### src/rtl/glb_arbiter.sv
// glb_arbiter: round-robin arbiter with burst lock sharing one GLB SRAM port among DMA, token read and psum write-back.
module glb_arbiter #(
    parameter int ADDR_WIDTH = 14,
    parameter int DATA_WIDTH = 32,
    parameter int BURST_MAX  = 16
) (
    input  logic                    clk,
    input  logic                    rst,
    input  logic [2:0]              req_valid,
    input  logic [2:0]              req_we,
    input  logic [2:0]              req_lock,
    input  logic [3*ADDR_WIDTH-1:0] req_addr,
    input  logic [3*DATA_WIDTH-1:0] req_wdata,
    output logic [2:0]              req_ready,
    output logic [2:0]              rsp_valid,
    output logic [DATA_WIDTH-1:0]   rsp_rdata,
    output logic                    sram_ceb,
    output logic                    sram_web,
    output logic [ADDR_WIDTH-1:0]   sram_addr,
    output logic [DATA_WIDTH-1:0]   sram_wdata,
    input  logic [DATA_WIDTH-1:0]   sram_rdata,
    output logic [15:0]             conflict_cnt
);
    typedef enum logic {IDLE, LOCKED} state_t;
    state_t state, state_next;
    logic [1:0] rr_ptr, rr_next, owner, owner_next, c0, c1, c2, gnt_idx;
    logic [7:0] burst_cnt, cnt_next, cnt_new;
    logic       own_hold, xfer, conflict;
    logic       tag1_v, tag2_v;
    logic [1:0] tag1_idx, tag2_idx;

    assign c0 = rr_ptr;
    assign c1 = (rr_ptr == 2'd2) ? 2'd0 : rr_ptr + 2'd1;
    assign c2 = (rr_ptr == 2'd0) ? 2'd2 : rr_ptr - 2'd1;
    // an owner that drops valid releases the lock in that same cycle
    assign own_hold = (state == LOCKED) && req_valid[owner];
    assign gnt_idx  = own_hold ? owner : req_valid[c0] ? c0 : req_valid[c1] ? c1 : c2;
    assign xfer     = ~rst && |req_valid;
    assign req_ready = xfer ? 3'b001 << gnt_idx : 3'b000;
    assign conflict = (req_valid[0] & req_valid[1]) | (req_valid[0] & req_valid[2]) | (req_valid[1] & req_valid[2]);
    assign cnt_new  = own_hold ? burst_cnt + 8'd1 : 8'd1;

    always_comb begin
        state_next = state;
        owner_next = owner;
        cnt_next   = burst_cnt;
        rr_next    = rr_ptr;
        if (xfer) begin
            rr_next    = (gnt_idx == 2'd2) ? 2'd0 : gnt_idx + 2'd1;
            state_next = (req_lock[gnt_idx] && cnt_new < 8'(BURST_MAX)) ? LOCKED : IDLE;
            owner_next = gnt_idx;
            cnt_next   = cnt_new;
        end else begin
            state_next = IDLE;
        end
    end

    always_ff @(posedge clk) begin
        if (rst) begin
            state        <= IDLE;
            owner        <= 2'd0;
            burst_cnt    <= 8'd0;
            rr_ptr       <= 2'd0;
            sram_ceb     <= 1'b1;
            sram_web     <= 1'b1;
            sram_addr    <= '0;
            sram_wdata   <= '0;
            tag1_v       <= 1'b0;
            tag1_idx     <= 2'd0;
            tag2_v       <= 1'b0;
            tag2_idx     <= 2'd0;
            conflict_cnt <= 16'd0;
        end else begin
            state     <= state_next;
            owner     <= owner_next;
            burst_cnt <= cnt_next;
            rr_ptr    <= rr_next;
            sram_ceb  <= ~xfer;
            sram_web  <= ~(xfer && req_we[gnt_idx]);
            if (xfer) begin
                sram_addr  <= req_addr[gnt_idx*ADDR_WIDTH +: ADDR_WIDTH];
                sram_wdata <= req_wdata[gnt_idx*DATA_WIDTH +: DATA_WIDTH];
            end
            tag1_v   <= xfer && !req_we[gnt_idx];
            tag1_idx <= gnt_idx;
            tag2_v   <= tag1_v;
            tag2_idx <= tag1_idx;
            if (conflict && conflict_cnt != 16'hFFFF)
                conflict_cnt <= conflict_cnt + 16'd1;
        end
    end

    assign rsp_valid = tag2_v ? 3'b001 << tag2_idx : 3'b000;
    assign rsp_rdata = sram_rdata;
endmodule

### config.mk
export PLATFORM = sky130hd
export DESIGN_NAME = glb_arbiter
export DESIGN_NICKNAME = d
export VERILOG_FILES = /design/src/rtl/glb_arbiter.sv
export SDC_FILE = /design/constraint.sdc
export NUM_CORES = 1
export LEC_CHECK = 0
export CAP_MARGIN = 30
export CORE_MARGIN = 10
export CORE_UTILIZATION = 35
export CTS_CLUSTER_SIZE = 14
export DETAILED_ROUTE_END_ITERATION = 10
export GPL_TIMING_DRIVEN = 0
export PLACE_DENSITY_LB_ADDON = 0.08
export RECOVER_POWER = 50
export SYNTH_ARGS = -nofsm -noshare
export SYNTH_HDL_FRONTEND = slang
export SYNTH_SLANG_ARGS = --single-unit
### constraint.sdc
create_clock -name clk -period 2.3 [get_ports clk]
set_input_delay 0.23 -clock clk [delete_from_list [all_inputs] [get_ports clk]]
set_output_delay 0.23 -clock clk [all_outputs]
set_load 0.02 [all_outputs]
==> reports/results.tsv, run 1 <==
stage	metric	value	unit
clocking	ctsHoldBuffers	0	
sta	slew_headroom	44.5	%
synthesis	seq_area_frac_synth	36.1	%
floorplan	fp.dieW	135	µm
floorplan	io_pins	283	
sta	min_period_over_period	104	%
global_route	grt_remaining_overflow	0	
power_and_ir_drop	combPwrFrac	59.5	%
finish	final_common_cell	clkdlybuf4s50_1	
power_and_ir_drop	switching_share	38.1	%
routing	wl_per_cell	18.2	µm
global_route	grt_start_max_net_pins	15	
finish	drive_gt1_share	22.2	%
routing	antenna_left	0	
global_route	antenna_found_initial	0	
synthesis	syn_area	4600	µm²
sta	rsz0062_at_grt	true	
worst_setup_path	path_delay_family	buffers and inverters	
hold_path	hold_path.class	input port to register	
global_route	grt_pass1_wl	25800	µm
synthesis	async_flop_share	0	%
synthesis	synth_area_leaders	dfxtp_1, mux2i_1, o221ai_2	
finish	diodes	0	
sta	maxSlewViolCount	0	
place	dp.cells	912	
worst_setup_path	path_class	register to primary output	
flow_run	drv_cap	0	
worst_setup_path	start_kind	register	
synthesis	synth_enable_flop_cells	0	
finish	instances_no_fill	942	
power_and_ir_drop	power_switching	3.55	mW
finish	final_util	63.5	%
routing	via_per_inst	4.88	
routing	wl	17100	µm
finish	area_growth	76.1	%
clocking	clkLatencyLatePin	340	ps
power_and_ir_drop	p_int	5.76	mW
clocking	cts.sinks	83	
routing	vias	4597	
floorplan	die_h	135	µm
worst_setup_path	crit_arrival	2160	ps
power_and_ir_drop	max-vdd-ir-drop	0.000538	V
synthesis	ys_warn_count	0	
clocking	h-tree-depth	3	
clocking	clk_pin_slew	60	ps
synthesis	ys.flop_type	dfxtp_1	
sta	fin_crit	2390	ps
floorplan	coreArea	12800	µm²
worst_setup_path	cp_slowest_cell	dfxtp_4	
floorplan	rows	41	
floorplan	die-area	18100	µm²
worst_setup_path	crit_path_end_kind	primary output	
finish	finalNetCount	952	
place	placement.io_buffers	249	
floorplan	initial_core_util	36.0	%
power_and_ir_drop	seq_power_share	23.9	%
place	finalWeightedCongestion	0.755	
power_and_ir_drop	p_leak	3.28	nW
routing	first_pass_iters	4	
place	dp_hpwl	13600	µm
run_status	outcome	finished, violations left	
sta	setup-violations-final	33	
global_route	grt_use_total	17.8	%
worst_setup_path	crit_chain	inv_4, ha_4, mux2i_4, o211ai_2, nand4bb_1, o22ai_1, buf_4, buf_8, and3_4, buf_6	
power_and_ir_drop	power_frac_clock	16.6	%
place	dp_slack	-966	ps
finish	final_cell_mix	clkdlybuf4s50_1, dfxtp_1, dlygate4sd3_1, nand2_1, buf_4	
routing	drc_errors	0	
synthesis	synth_top_cell_by_area	dfxtp_1	
run_status	violations	setup timing	
worst_setup_path	worst-path-buf-inv	4	
finish	n_fill_cell	1057	
clocking	cts_tree	built	
sta	worst-slew-pin-transition	829	ps
synthesis	ys_seq_elements	83	
worst_setup_path	cp_data_required_time	2070	ps
clocking	clk_path_buf_depth	2	
power_and_ir_drop	finalPower	9.31	mW
routing	dr.first_iter.drc_count	192	
worst_setup_path	slowest_delay	380	ps
synthesis	synth_cells	491	
sta	setup_slack	-94.9	ps
synthesis	yosysUniqueCellTypes	52	
power_and_ir_drop	power.density	1150	nW/µm²
synthesis	avgSynthCellArea	9.38	µm²
synthesis	syn-num-nets	678	
sta	max_freq	418	MHz
sta	tns	-1180	ps
sta	hold_violations	0	
synthesis	synth_top_area_share	36.1	%
sta	fin_worst_skew	3.80	ps
clocking	clockRootBuffer	clkbuf_16	
clocking	cts_buffers	9	
global_route	grt_pass1_vias	4880	
worst_setup_path	path_max_fanout	4	
==> cell families (layout without fill, tap and decap cells) <==
| family | count (synthesis) | after routing | share of synthesized area (%) |
|---|---|---|---|
| XOR/XNOR | 16 | 16 | 3.04 |
| AND/OR/NAND/NOR | 139 | 139 | 14.9 |
| AO/OA/AOI/OAI | 84 | 84 | 18.9 |
| buffers and inverters | 107 | 386 | 13.2 |
| flip-flops | 83 | 83 | 36.1 |
| adder cells (fa/ha/maj) | 7 | 7 | 1.85 |
| multiplexers | 55 | 55 | 12.1 |
==> cell usage after synthesis (all sizes together) (2+ instances only) <==
library cell	count
a21boi	2
or3	2
o221ai	45
o21ai	7
nand3	10
and4	5
nand2	58
and3b	3
xor2	11
and3	7
nor3b	4
a21oi	12
inv	48
nor2b	3
nor3	2
a211oi	4
nor2	31
o22ai	3
and2	3
ha	6
nand4	3
nand3b	5
xnor2	5
mux2i	54
dfxtp	83
clkbuf	11
buf	48
==> per-stage QoR <==
step | hold slack (ps) | instance area (µm²)
floorplan | 380 | 4600
detailed placement | 438 | 7310
finish | 260 | 8110
global placement | 431 | 7310
CTS | 252 | 7880
global route | 276 | 8110
==> flip-flops by register name (all words and copies together), names as in the netlist, 2 cells and up <==
register      count
conflict_cnt     16
owner             2
sram_addr        14
tag2_idx          2
c0                2
tag1_idx          2
burst_cnt         8
sram_wdata       32
==> routing by layer <==
metal  up-vias  routed length [µm]  global-route usage [%]
li1       2245                   -                       -
met2       217                8330                    30.5
met5         -                   0                       0
met1      2120                6550                    19.1
met4         0                 258                    5.02
met3        15                1960                    8.38
==> final cells by class <==
class | count | area [µm²] | area share, %
multi-input cells | 301 | 2610 | 32.2
repair buffers | 263 | 2610 | 32.2
clock inverters | 6 | 90.1 | 1.11
inverters | 48 | 185 | 2.28
flip-flops and latches | 83 | 1670 | 20.6
clock buffers | 10 | 229 | 2.82
plain buffers | 59 | 494 | 6.10
well taps | 172 | 215 | 2.65
==> power by group through the flow <==
stage,sequential [mW],clock (mW),combinational [mW]
2_1_floorplan,2.72,0,2.34
3_3_place_gp,2.22,0,4.59
3_5_place_dp,2.24,0,4.64
4_1_cts,2.22,1.58,5.21
5_1_grt,2.29,1.64,5.89
6_report,2.22,1.55,5.54
==> repair_timing <==
action	in CTS	in global routing
gates resized for setup	59	47
setup endpoints to repair	51	53
pin swaps	8	3
buffers inserted	12	2
==> worst register-to-register path, cell delays in order (launching register included) <==
cell and delay, ps:
dfxtp_4 380, inv_4 60, ha_4 170, mux2i_4 190
o211ai_2 170, nand4bb_1 140, o22ai_1 180, buf_4 160
buf_4 200, buf_12 200, mux2i_1 260, o221ai_1 140
==> final timing paths <==
path | start | cells after the start | slack (ps) | to
worst max-delay path | c0[0] | 10 | -90 | req_ready[2]
worst min register to register | tag1_idx[0] | 1 | 450 | tag2_idx[0]
worst max register to register | c0[0] | 11 | -70 | sram_addr[13]
worst min-delay path | rst | 2 | 260 | tag2_idx[0]
Power figures use the tool's default switching activity.
==> inputs of run 2 (changes only) <==
--- a/config.mk
+++ b/config.mk
@@ -8,7 +8,6 @@
 export CAP_MARGIN = 30
 export CORE_MARGIN = 10
 export CORE_UTILIZATION = 35
-export CTS_CLUSTER_SIZE = 14
 export DETAILED_ROUTE_END_ITERATION = 10
 export GPL_TIMING_DRIVEN = 0
 export PLACE_DENSITY_LB_ADDON = 0.08
==> results of run 2 <==
No change in the layout: final DEF, timing and power equal those of run 1.
